## config.mk

```make
export PLATFORM = sky130hd
export DESIGN_NAME = solver_sequencer
export DESIGN_NICKNAME = d
export VERILOG_FILES = /design/src/rtl/solver_sequencer.sv
export SDC_FILE = /design/constraint.sdc
export NUM_CORES = 1
export LEC_CHECK = 0
export CAP_MARGIN = 20
export CORE_MARGIN = 1
export CORE_UTILIZATION = 51
export DETAILED_ROUTE_END_ITERATION = 6
export GPL_TIMING_DRIVEN = 0
export HOLD_SLACK_MARGIN = 0.03
export PLACE_DENSITY = 0.85
export SETUP_SLACK_MARGIN = 0.5
export SYNTH_ARGS = -nofsm -noshare
export SYNTH_HDL_FRONTEND = slang
export SYNTH_SLANG_ARGS = --single-unit
```

## constraint.sdc

```tcl
create_clock -name clock -period 3 [get_ports clock]
set_input_delay 0.45 -clock clock [delete_from_list [all_inputs] [get_ports clock]]
set_output_delay 0.45 -clock clock [all_outputs]
set_load 0.005 [all_outputs]
```

## src/rtl/solver_sequencer.sv

```systemverilog
// Sequencer for the drum-membrane solver grid: sample-rate timestep pulses, a
// solver reset per strike, and mid-node capture with a valid/ready + overrun handshake.
// Optional macro RHO_TENSION_EN: rho follows the tension-modulated value captured per sample.
module solver_sequencer #(
    parameter int                 SAMPLE_DIV    = 1042,
    parameter int                 INIT_CYCLES   = 2,
    parameter int                 SETTLE_CYCLES = 2,
    parameter int                 NUM_SAMPLES   = 48000,
    parameter int                 TENSION_SHIFT = 4,
    parameter logic signed [17:0] RHO_MAX       = 18'sh0F000
) (
    input  logic               clock,
    input  logic               reset,
    input  logic               strike,
    input  logic signed [17:0] rho_base,
    input  logic signed [17:0] mid_node,
    output logic               solver_reset,
    output logic               solver_enable,
    output logic signed [17:0] rho,
    output logic signed [17:0] sample_out,
    output logic               sample_valid,
    input  logic               sample_ready,
    output logic               overrun,
    output logic               busy
);

    localparam int TW = (SAMPLE_DIV > 1) ? $clog2(SAMPLE_DIV) : 1;
    localparam int IW = (INIT_CYCLES > 1) ? $clog2(INIT_CYCLES) : 1;
    localparam int SW = (SETTLE_CYCLES > 1) ? $clog2(SETTLE_CYCLES) : 1;
    localparam int PW = (IW > SW) ? IW : SW;
    localparam int CW = $clog2(NUM_SAMPLES + 1);

    localparam logic [TW-1:0] TICK_LAST   = TW'(SAMPLE_DIV - 1);
    localparam logic [PW-1:0] INIT_LAST   = PW'(INIT_CYCLES - 1);
    localparam logic [PW-1:0] SETTLE_LAST = PW'(SETTLE_CYCLES - 1);
    localparam logic [CW-1:0] COUNT_LAST  = CW'(NUM_SAMPLES - 1);

    typedef enum logic [2:0] {
        IDLE,
        INIT,
        WAIT_TICK,
        STEP,
        SETTLE
    } state_t;

    state_t          state;
    state_t          state_nxt;
    logic [TW-1:0]   tick_cnt;
    logic            tick;
    logic [PW-1:0]   phase_cnt;
    logic [CW-1:0]   sample_count;
    logic            capture;

    // Free-running sample-rate divider, independent of the FSM.
    always_ff @(posedge clock or posedge reset) begin
        if (reset) begin
            tick_cnt <= '0;
        end else if (tick_cnt == TICK_LAST) begin
            tick_cnt <= '0;
        end else begin
            tick_cnt <= tick_cnt + 1'b1;
        end
    end

    assign tick = (tick_cnt == TICK_LAST);

    // A strike landing on the last settle cycle cancels that capture.
    assign capture = (state == SETTLE) && (phase_cnt == SETTLE_LAST) && !strike;

    always_ff @(posedge clock or posedge reset) begin
        if (reset) begin
            state     <= IDLE;
            phase_cnt <= '0;
        end else begin
            state <= state_nxt;
            if (strike || (state_nxt != state) || !((state == INIT) || (state == SETTLE))) begin
                phase_cnt <= '0;
            end else begin
                phase_cnt <= phase_cnt + 1'b1;
            end
        end
    end

    always_comb begin
        state_nxt     = state;
        solver_reset  = 1'b0;
        solver_enable = 1'b0;
        busy          = 1'b1;
        case (state)
            IDLE: begin
                solver_reset = 1'b1;
                busy         = 1'b0;
            end
            INIT: begin
                solver_reset = 1'b1;
                if (phase_cnt == INIT_LAST) begin
                    state_nxt = WAIT_TICK;
                end
            end
            WAIT_TICK: begin
                if (tick) begin
                    state_nxt = STEP;
                end
            end
            STEP: begin
                solver_enable = 1'b1;
                state_nxt     = SETTLE;
            end
            SETTLE: begin
                if (phase_cnt == SETTLE_LAST) begin
                    state_nxt = (sample_count == COUNT_LAST) ? IDLE : WAIT_TICK;
                end
            end
            default: begin
                state_nxt = IDLE;
            end
        endcase
        if (strike) begin
            state_nxt = INIT;
        end
    end

    always_ff @(posedge clock or posedge reset) begin
        if (reset) begin
            sample_out   <= '0;
            sample_valid <= 1'b0;
            overrun      <= 1'b0;
            sample_count <= '0;
        end else begin
            if (state == INIT) begin
                sample_count <= '0;
                overrun      <= 1'b0;
            end
            if (capture) begin
                sample_out   <= mid_node;
                sample_valid <= 1'b1;
                sample_count <= sample_count + 1'b1;
                if (sample_valid && !sample_ready) begin
                    overrun <= 1'b1;
                end
            end else if (sample_valid && sample_ready) begin
                sample_valid <= 1'b0;
            end
        end
    end

`ifdef RHO_TENSION_EN
    localparam logic signed [18:0] POS_LIM = 19'sh1FFFF;
    localparam logic signed [18:0] NEG_LIM = 19'sh60000;

    logic signed [18:0] mid_ext;
    logic signed [18:0] mid_abs;
    logic signed [18:0] rho_sum;
    logic signed [18:0] rho_lim;
    logic signed [18:0] rho_max_ext;
    logic signed [17:0] rho_sat;

    // 19 bits holds |-2^17| and the worst-case sum without wrapping.
    always_comb begin
        rho_max_ext = {RHO_MAX[17], RHO_MAX};
        mid_ext     = {mid_node[17], mid_node};
        mid_abs     = mid_ext[18] ? -mid_ext : mid_ext;
        rho_sum     = {rho_base[17], rho_base} + (mid_abs >>> TENSION_SHIFT);
        rho_lim     = (rho_sum > rho_max_ext) ? rho_max_ext : rho_sum;
        if (rho_lim > POS_LIM) begin
            rho_sat = 18'sh1FFFF;
        end else if (rho_lim < NEG_LIM) begin
            rho_sat = 18'sh20000;
        end else begin
            rho_sat = rho_lim[17:0];
        end
    end

    always_ff @(posedge clock or posedge reset) begin
        if (reset) begin
            rho <= '0;
        end else if (state == INIT) begin
            rho <= rho_base;
        end else if (capture) begin
            rho <= rho_sat;
        end
    end
`else
    always_ff @(posedge clock or posedge reset) begin
        if (reset) begin
            rho <= '0;
        end else begin
            rho <= rho_base;
        end
    end
`endif

endmodule

```

==> metrics.cfg, run 1 <==
[finish]
area_delta_synth_final_pct=41.19
fin_cells=421
insertedDiodeCount=0
final_nets=389
layout-drive-gt1-share_pct=8.547

[worst_setup_path]
crit_type=reg2out
cp.depth=3
worstPathArrival_ns=1.72
worstReg2RegStart=state[1]
crit_chain=buf_2 -> or3_1 -> clkdlybuf4s50_1
required_ns=2.55
ff2ff_setup_slack_ns=1.18
startpoint=state[2]
slowest_delay_ns=0.45
path_buf_inv=2
worstRegToRegCells=6
worstSetupStartpointType=flip-flop
worstSetupEndpointType=output port
r2r-end=sample_out[16]
cp_top_family=buffers and inverters
cp-endpoint=busy
critPathSlowestCell=clkdlybuf4s50_1
crit_path_max_fanout=10

[timing]
relSlewSlack_pct=41.43
max_clock_freq_ghz=0.4606
worstMarginPinSlew_ns=0.8772
finalHoldViolations=0
hold-worst-slack_ns=0.4805
clock_skew_ns=0.01055
setup_viol=0
setup_slack_ns=0.8287
drv_slew=0
rsz0062_at_grt=no
period_needed_ns=2.171
post-route-period-util_pct=72.38

[routing]
drtIter0Drc=130
drtPass1Iterations=4
via_per_inst=5.245
drtAntennaViolNets=0
avgRoutedWirePerCell_um=15.28
wirelength_um=6434
num_vias=2208
drc=0

[logic_synthesis]
synthCells=255
synth.most_common_cell=nand2_1
synth_common_cells=71 x nand2_1, 69 x dfrtp_1, 13 x nor2_1, 8 x nand3_1
syn_area_sq_mm=0.002806
synthXorXnorAreaFrac_pct=3.121
synth-async-reset-ratio_pct=100.0
yosysTopAreaCell=dfrtp_1
synth_compound_area_share_pct=6.286
synth_area_leaders=dfrtp_1 62%, nand2_1 9.5%, mux2i_1 2.5%
synth-seq-area-share_pct=61.52
synth_edf_count=0
synth_top_family_by_area=simple AND/OR/NAND/NOR gates
synth-main-ff-cell=dfrtp_1
synth.area.mux_share_pct=2.497
ys_warn_count=0
syn_nets=298
synth_cell_types=44
synth-seq-cells=69
synthSimpleGateAreaFrac_pct=22.65
avgSynthCellArea_sq_um=11.01
synth_fa_ha_area_share_pct=1.337
synth_top_area_share_pct=61.52

[floorplanning]
core_area_sq_mm=0.005205
rows=26
die_y_um=76.18
die_x_um=76.18
ioPinCount=81
initial_utilization_pct=53.92
die_area_sq_mm=0.005803

[cts]
cts_tree=yes
cts_root_buffer=clkbuf_8
postCtsResizedCells=0
clkLatencyLatePin_ns=0.35
cts.sinks=69
cts_buffers=9
ctsHoldBuffers=0
clk_pin_slew_ns=0.08
cts_buffer_depth=2
post-cts-setup-buffer-count=0
h-tree-depth=3

[place]
hpwl_um=4267
pre_cts_slack_ns=1.126
gp_congestion=0.7513
port_buffers=79
place_inst=405

[global_route]
grt_max_degree=45
grt_pass1_wl_um=10910
grt_usage_pct=24.70
grt-ovfl-total=0
grt_pass1_vias=2292
antenna_found_initial=0

[min_path]
hold_class=reg2reg

[pwr]
ir_drop_mv=0.4121
power_density_mw_per_mm2=627.1
p_leak_nw=1.762

[run]
drv_cap=0

[outcome]
status=complete, no violations

[power breakdown]
| group | total [mW] | switching [mW] | internal, mW |
|---|---|---|---|
| registers | 1.07 | 0.0540 | 1.01 |
| logic | 0.466 | 0.203 | 0.263 |
| clock network | 0.953 | 0.354 | 0.599 |
| total | 2.49 | 0.611 | 1.87 |
[routing by layer]
metal | vias to the layer above | GRT usage [%] | share of wire [%]
met5 | - | 0 | 0
met4 | 0 | 9.231 | 1.4
met3 | 11 | 10.66 | 9.1
li1 | 1041 | - | -
met1 | 1065 | 30.21 | 42
met2 | 91 | 39.00 | 47
[cell type report]
class,instances,area (sq um)
Inverter,7,26.28
Fill cell,345,1242
Multi-Input combinational cell,170,1007
Sequential cell,69,1727
Clock buffer,11,151.4
Buffer,9,46.29
Timing Repair Buffer,80,810.8
Tap cell,70,87.58
Clock inverter,5,106.4
[cells by family after synthesis]
| family | after synthesis |
|---|---|
| XOR/XNOR | 10 |
| buffers and inverters | 16 |
| adder cells (fa/ha/maj) | 3 |
| AO/OA/AOI/OAI | 23 |
| AND/OR/NAND/NOR | 127 |
| multiplexers | 7 |
| flip-flops | 69 |
[state kept, by name, summed over array words and instances (netlist names)]
| register | flops |
|---|---|
| overrun | 1 |
| phase_cnt | 1 |
| rho | 18 |
| sample_count | 16 |
| sample_out | 18 |
| sample_valid | 1 |
| state | 3 |
| tick_cnt | 11 |
[worst min-delay path by stage]
stage,cells after the start,to,startpoint
finish,1,sample_count[13],sample_count[13]
global route,1,sample_count[13],sample_count[13]
global placement,2,sample_out[8],sample_out[8]
floorplan,1,sample_count[15],sample_count[15]
detailed placement,2,sample_out[11],sample_out[11]
CTS,1,sample_count[13],sample_count[13]
[layout by cell type, fill, tap and decap left out, types with 2 or more instances in the layout]
cell type         n
ha_1              3
clkdlybuf4s50_1  79
mux2i_1           7
dfrtp_1          69
or3_1             3
nor3_1            4
nor4_1            2
nand3_1           8
bufinv_16         3
nor2_1           13
xor2_1            4
o211ai_1          4
o21ai_0           3
nor2b_1           2
and3_1            3
inv_1             6
clkbuf_8         11
nand2_1          71
nand4_1           5
xnor2_1           6
nand4bb_1         2
clkbuf_1          4
o31ai_1           4
nand2b_1          3
nor4b_1           3
buf_2             4
[per-stage QoR]
step / instance area (sq um) / power [mW] / util, % / TNS (ns)
2_1_floorplan: 2806 / 1.271 / - / 0
3_3_place_gp: 3685 / 1.519 / 70.79 / -18.23
3_5_place_dp: 3705 / 1.538 / 71.18 / 0
4_1_cts: 3963 / 2.490 / 76.13 / 0
5_1_grt: 3963 / 2.584 / 76.13 / 0
6_report: 3963 / 2.485 / 76.13 / 0
No activity file was read; power rests on OpenSTA's default activity.
==> run 2: changes to the inputs <==
CORE_UTILIZATION = 47   (was 51)
PLACE_DENSITY = 0.79   (was 0.85)
clock period = 2.1 ns   (was 3 ns; I/O delays follow)
==> run 2 against run 1 <==
  * Worst setup slack worse by 0.36 ns
  * Die area is 8.3% higher
  * Flip-flop and latch count stayed put
  * Routed wire length is 4.4% higher
  * Total power is 29% higher
  * Combinational power is 53% higher
  * Global-route usage is 2.1 points lower
  * Worst hold slack worse by 0.065 ns
  * Clock power is 0.7% higher
  * Clock skew is 0.00098 ns lower
  * Sequential share of layout area is 2.1 points lower
  * Register-to-register slack worse by 0.71 ns
  * Critical path type is now reg2reg
  * Largest power group unchanged
  * Highest routed layer unchanged
==> metrics.cfg, run 2 (synthesis gave the netlist of run 1 again) <==
[global_route]
grt_max_degree=38  ; -16%
grt_usage_pct=22.59  ; -2.1 points
grt-ovfl-total=0  ; unchanged
grt_pass1_wl_um=10640  ; -2.5%
antenna_found_initial=0  ; unchanged
grt_pass1_vias=2275  ; -0.74%

[pwr]
p_leak_nw=1.891  ; +7.3%
ir_drop_mv=0.5360  ; +30%
fin_total_pwr_mw=3.196  ; +29%
power_density_mw_per_mm2=767.4  ; +22%

[routing]
wirelength_um=6715  ; +4.4%
via_per_inst=5.113  ; -2.5%
avgRoutedWirePerCell_um=15.19  ; -0.59%
drtIter0Drc=167  ; +28%
drtAntennaViolNets=0  ; unchanged
drtPass1Iterations=5  ; +1
drc=0  ; unchanged
num_vias=2260  ; +2.4%

[outcome]
status=complete, no violations

[timing]
relSlewSlack_pct=52.06  ; +11 points
finalHoldViolations=0  ; unchanged
max_clock_freq_ghz=0.6122
rsz0062_at_grt=yes
clock_skew_ns=0.009571  ; -0.0009811 ns
setup_viol=0  ; unchanged
post-route-period-util_pct=77.78
drv_slew=0  ; unchanged
setup_tns_ns=0  ; unchanged
period_needed_ns=1.633
worstMarginPinSlew_ns=0.7176  ; -0.1596 ns

[min_path]
hold_end=rho[0]
min-delay-start=rho_base[0]
whs_path_depth=1  ; unchanged
hold_class=in2reg

[floorplanning]
die_x_um=79.28  ; +4.1%
core_area_sq_mm=0.005642  ; +8.4%
initial_utilization_pct=49.74  ; -4.2 points
ioPinCount=81  ; unchanged
die_area_sq_mm=0.006285  ; +8.3%
rows=27  ; +3.8%
die_y_um=79.28  ; +4.1%

[finish]
layout-drive-gt1-share_pct=18.65  ; +10 points
area_delta_synth_final_pct=48.42
final_cell_mix=76 x clkdlybuf4s50_1, 71 x nand2_1, 67 x dfrtp_1
largestRegisters=rho x18, sample_out x18, sample_count x16
insertedDiodeCount=0  ; unchanged
fill_cells=402  ; +17%
final_nets=411  ; +5.7%
layout_commonest_cell=clkdlybuf4s50_1

[worst_setup_path]
worstSetupEndpointType=flip-flop
worstRegToRegCells=5  ; -1
r2r-end=sample_count[2]
worstPathArrival_ns=1.85  ; +0.13 ns
critPathSlowestCell=or3b_1
crit_type=reg2reg
path_buf_inv=1  ; -1
cp_top_family=compound AO/OA/AOI/OAI gates
slowest_delay_ns=0.47  ; +0.02 ns
worstReg2RegStart=state[2]
crit_chain=buf_6 -> or3b_1 -> o21ai_2 -> o21ai_0 -> a22o_1
ff2ff_setup_slack_ns=0.47  ; -0.71 ns
crit_path_max_fanout=5  ; -5
required_ns=2.32  ; -0.23 ns
worstSetupStartpointType=flip-flop

[place]
gp_congestion=0.7490  ; -0.31%
port_buffers=79  ; unchanged
hpwl_um=4336  ; +1.6%

[cts]
cts_root_buffer=clkbuf_8
clk_pin_slew_ns=0.07  ; about the same
clkLatencyLatePin_ns=0.33  ; -0.02 ns
h-tree-depth=3  ; unchanged
cts_buffer_depth=2  ; unchanged
cts.sinks=69  ; unchanged
cts_buffers=9  ; unchanged
cts_tree=yes

[run]
drv_cap=0  ; unchanged

[run 2: changes by cell type in the layout (fill, tap and decap cells not counted), sizes merged]
cell / delta
inv: -1
clkinv: -1
clkbuf: +4
clkinvlp: +1
bufinv: -3
dlygate4sd2: +1
clkdlybuf4s50: -3
dlymetal6s2s: +1
buf: +20
[run 2: stage by stage]
| step | util, % | hold WS, ns | worst slack, ns | area [sq um] | instances |
|---|---|---|---|---|---|
| floorplan | - | 0.3464 | 0.5572 | 2810 | 255 |
| global placement | 65.42 | 0.4577 | 0.2095 | 3691 | 406 |
| detailed placement | 65.78 | 0.4618 | 0.3214 | 3711 | 407 |
| CTS | 70.41 | 0.4081 | 0.2920 | 3973 | 424 |
| global route | 73.83 | 0.4017 | 0.3966 | 4165 | 442 |
| finish | 73.83 | 0.4158 | 0.4667 | 4165 | 442 |
[run 2: power by group]
group	switching (mW)	internal, mW
Sequential	0.0767	1.45
Combinational	0.295	0.416
Clock	0.454	0.506
[run 2: timing repair]
item / CTS / global route
hold buffers: 0 / 0
setup buffers: 4 / 16
cloned: 0 / 2
pin swaps: 5 / 12
gates resized for setup: 19 / 24
setup endpoints to repair: 43 / 43
[run 2: worst max path at each step]
stage	start	end	slack (ns)	cells after the start
floorplan	state[0]	sample_count[15]	0.56	5
finish	state[2]	sample_count[2]	0.47	5
global placement	reset	sample_out[1]	0.21	2
global route	state[1]	busy	0.40	3
detailed placement	state[1]	sample_out[9]	0.32	6
CTS	state[2]	busy	0.29	3
[run 2: cell type report]
class,instances,area [sq um],area share [%]
plain buffers,9,70.07,1.682
flip-flops and latches,69,1729,41.51
clock inverters,1,7.507,0.1802
repair buffers,102,975.9,23.43
clock buffers,12,165.2,3.965
multi-input cells,170,1097,26.34
inverters,7,30.03,0.7209
well taps,72,90.09,2.163
[run 2: per-layer routing]
| metal | GRT usage (%) | up-vias | routed length (um) |
|---|---|---|---|
| li1 | - | 1093 | - |
| met1 | 28.70 | 1100 | 2853 |
| met2 | 35.43 | 60 | 3343 |
| met3 | 8.736 | 7 | 430 |
| met4 | 7.455 | 0 | 88 |
| met5 | 0 | - | 0 |
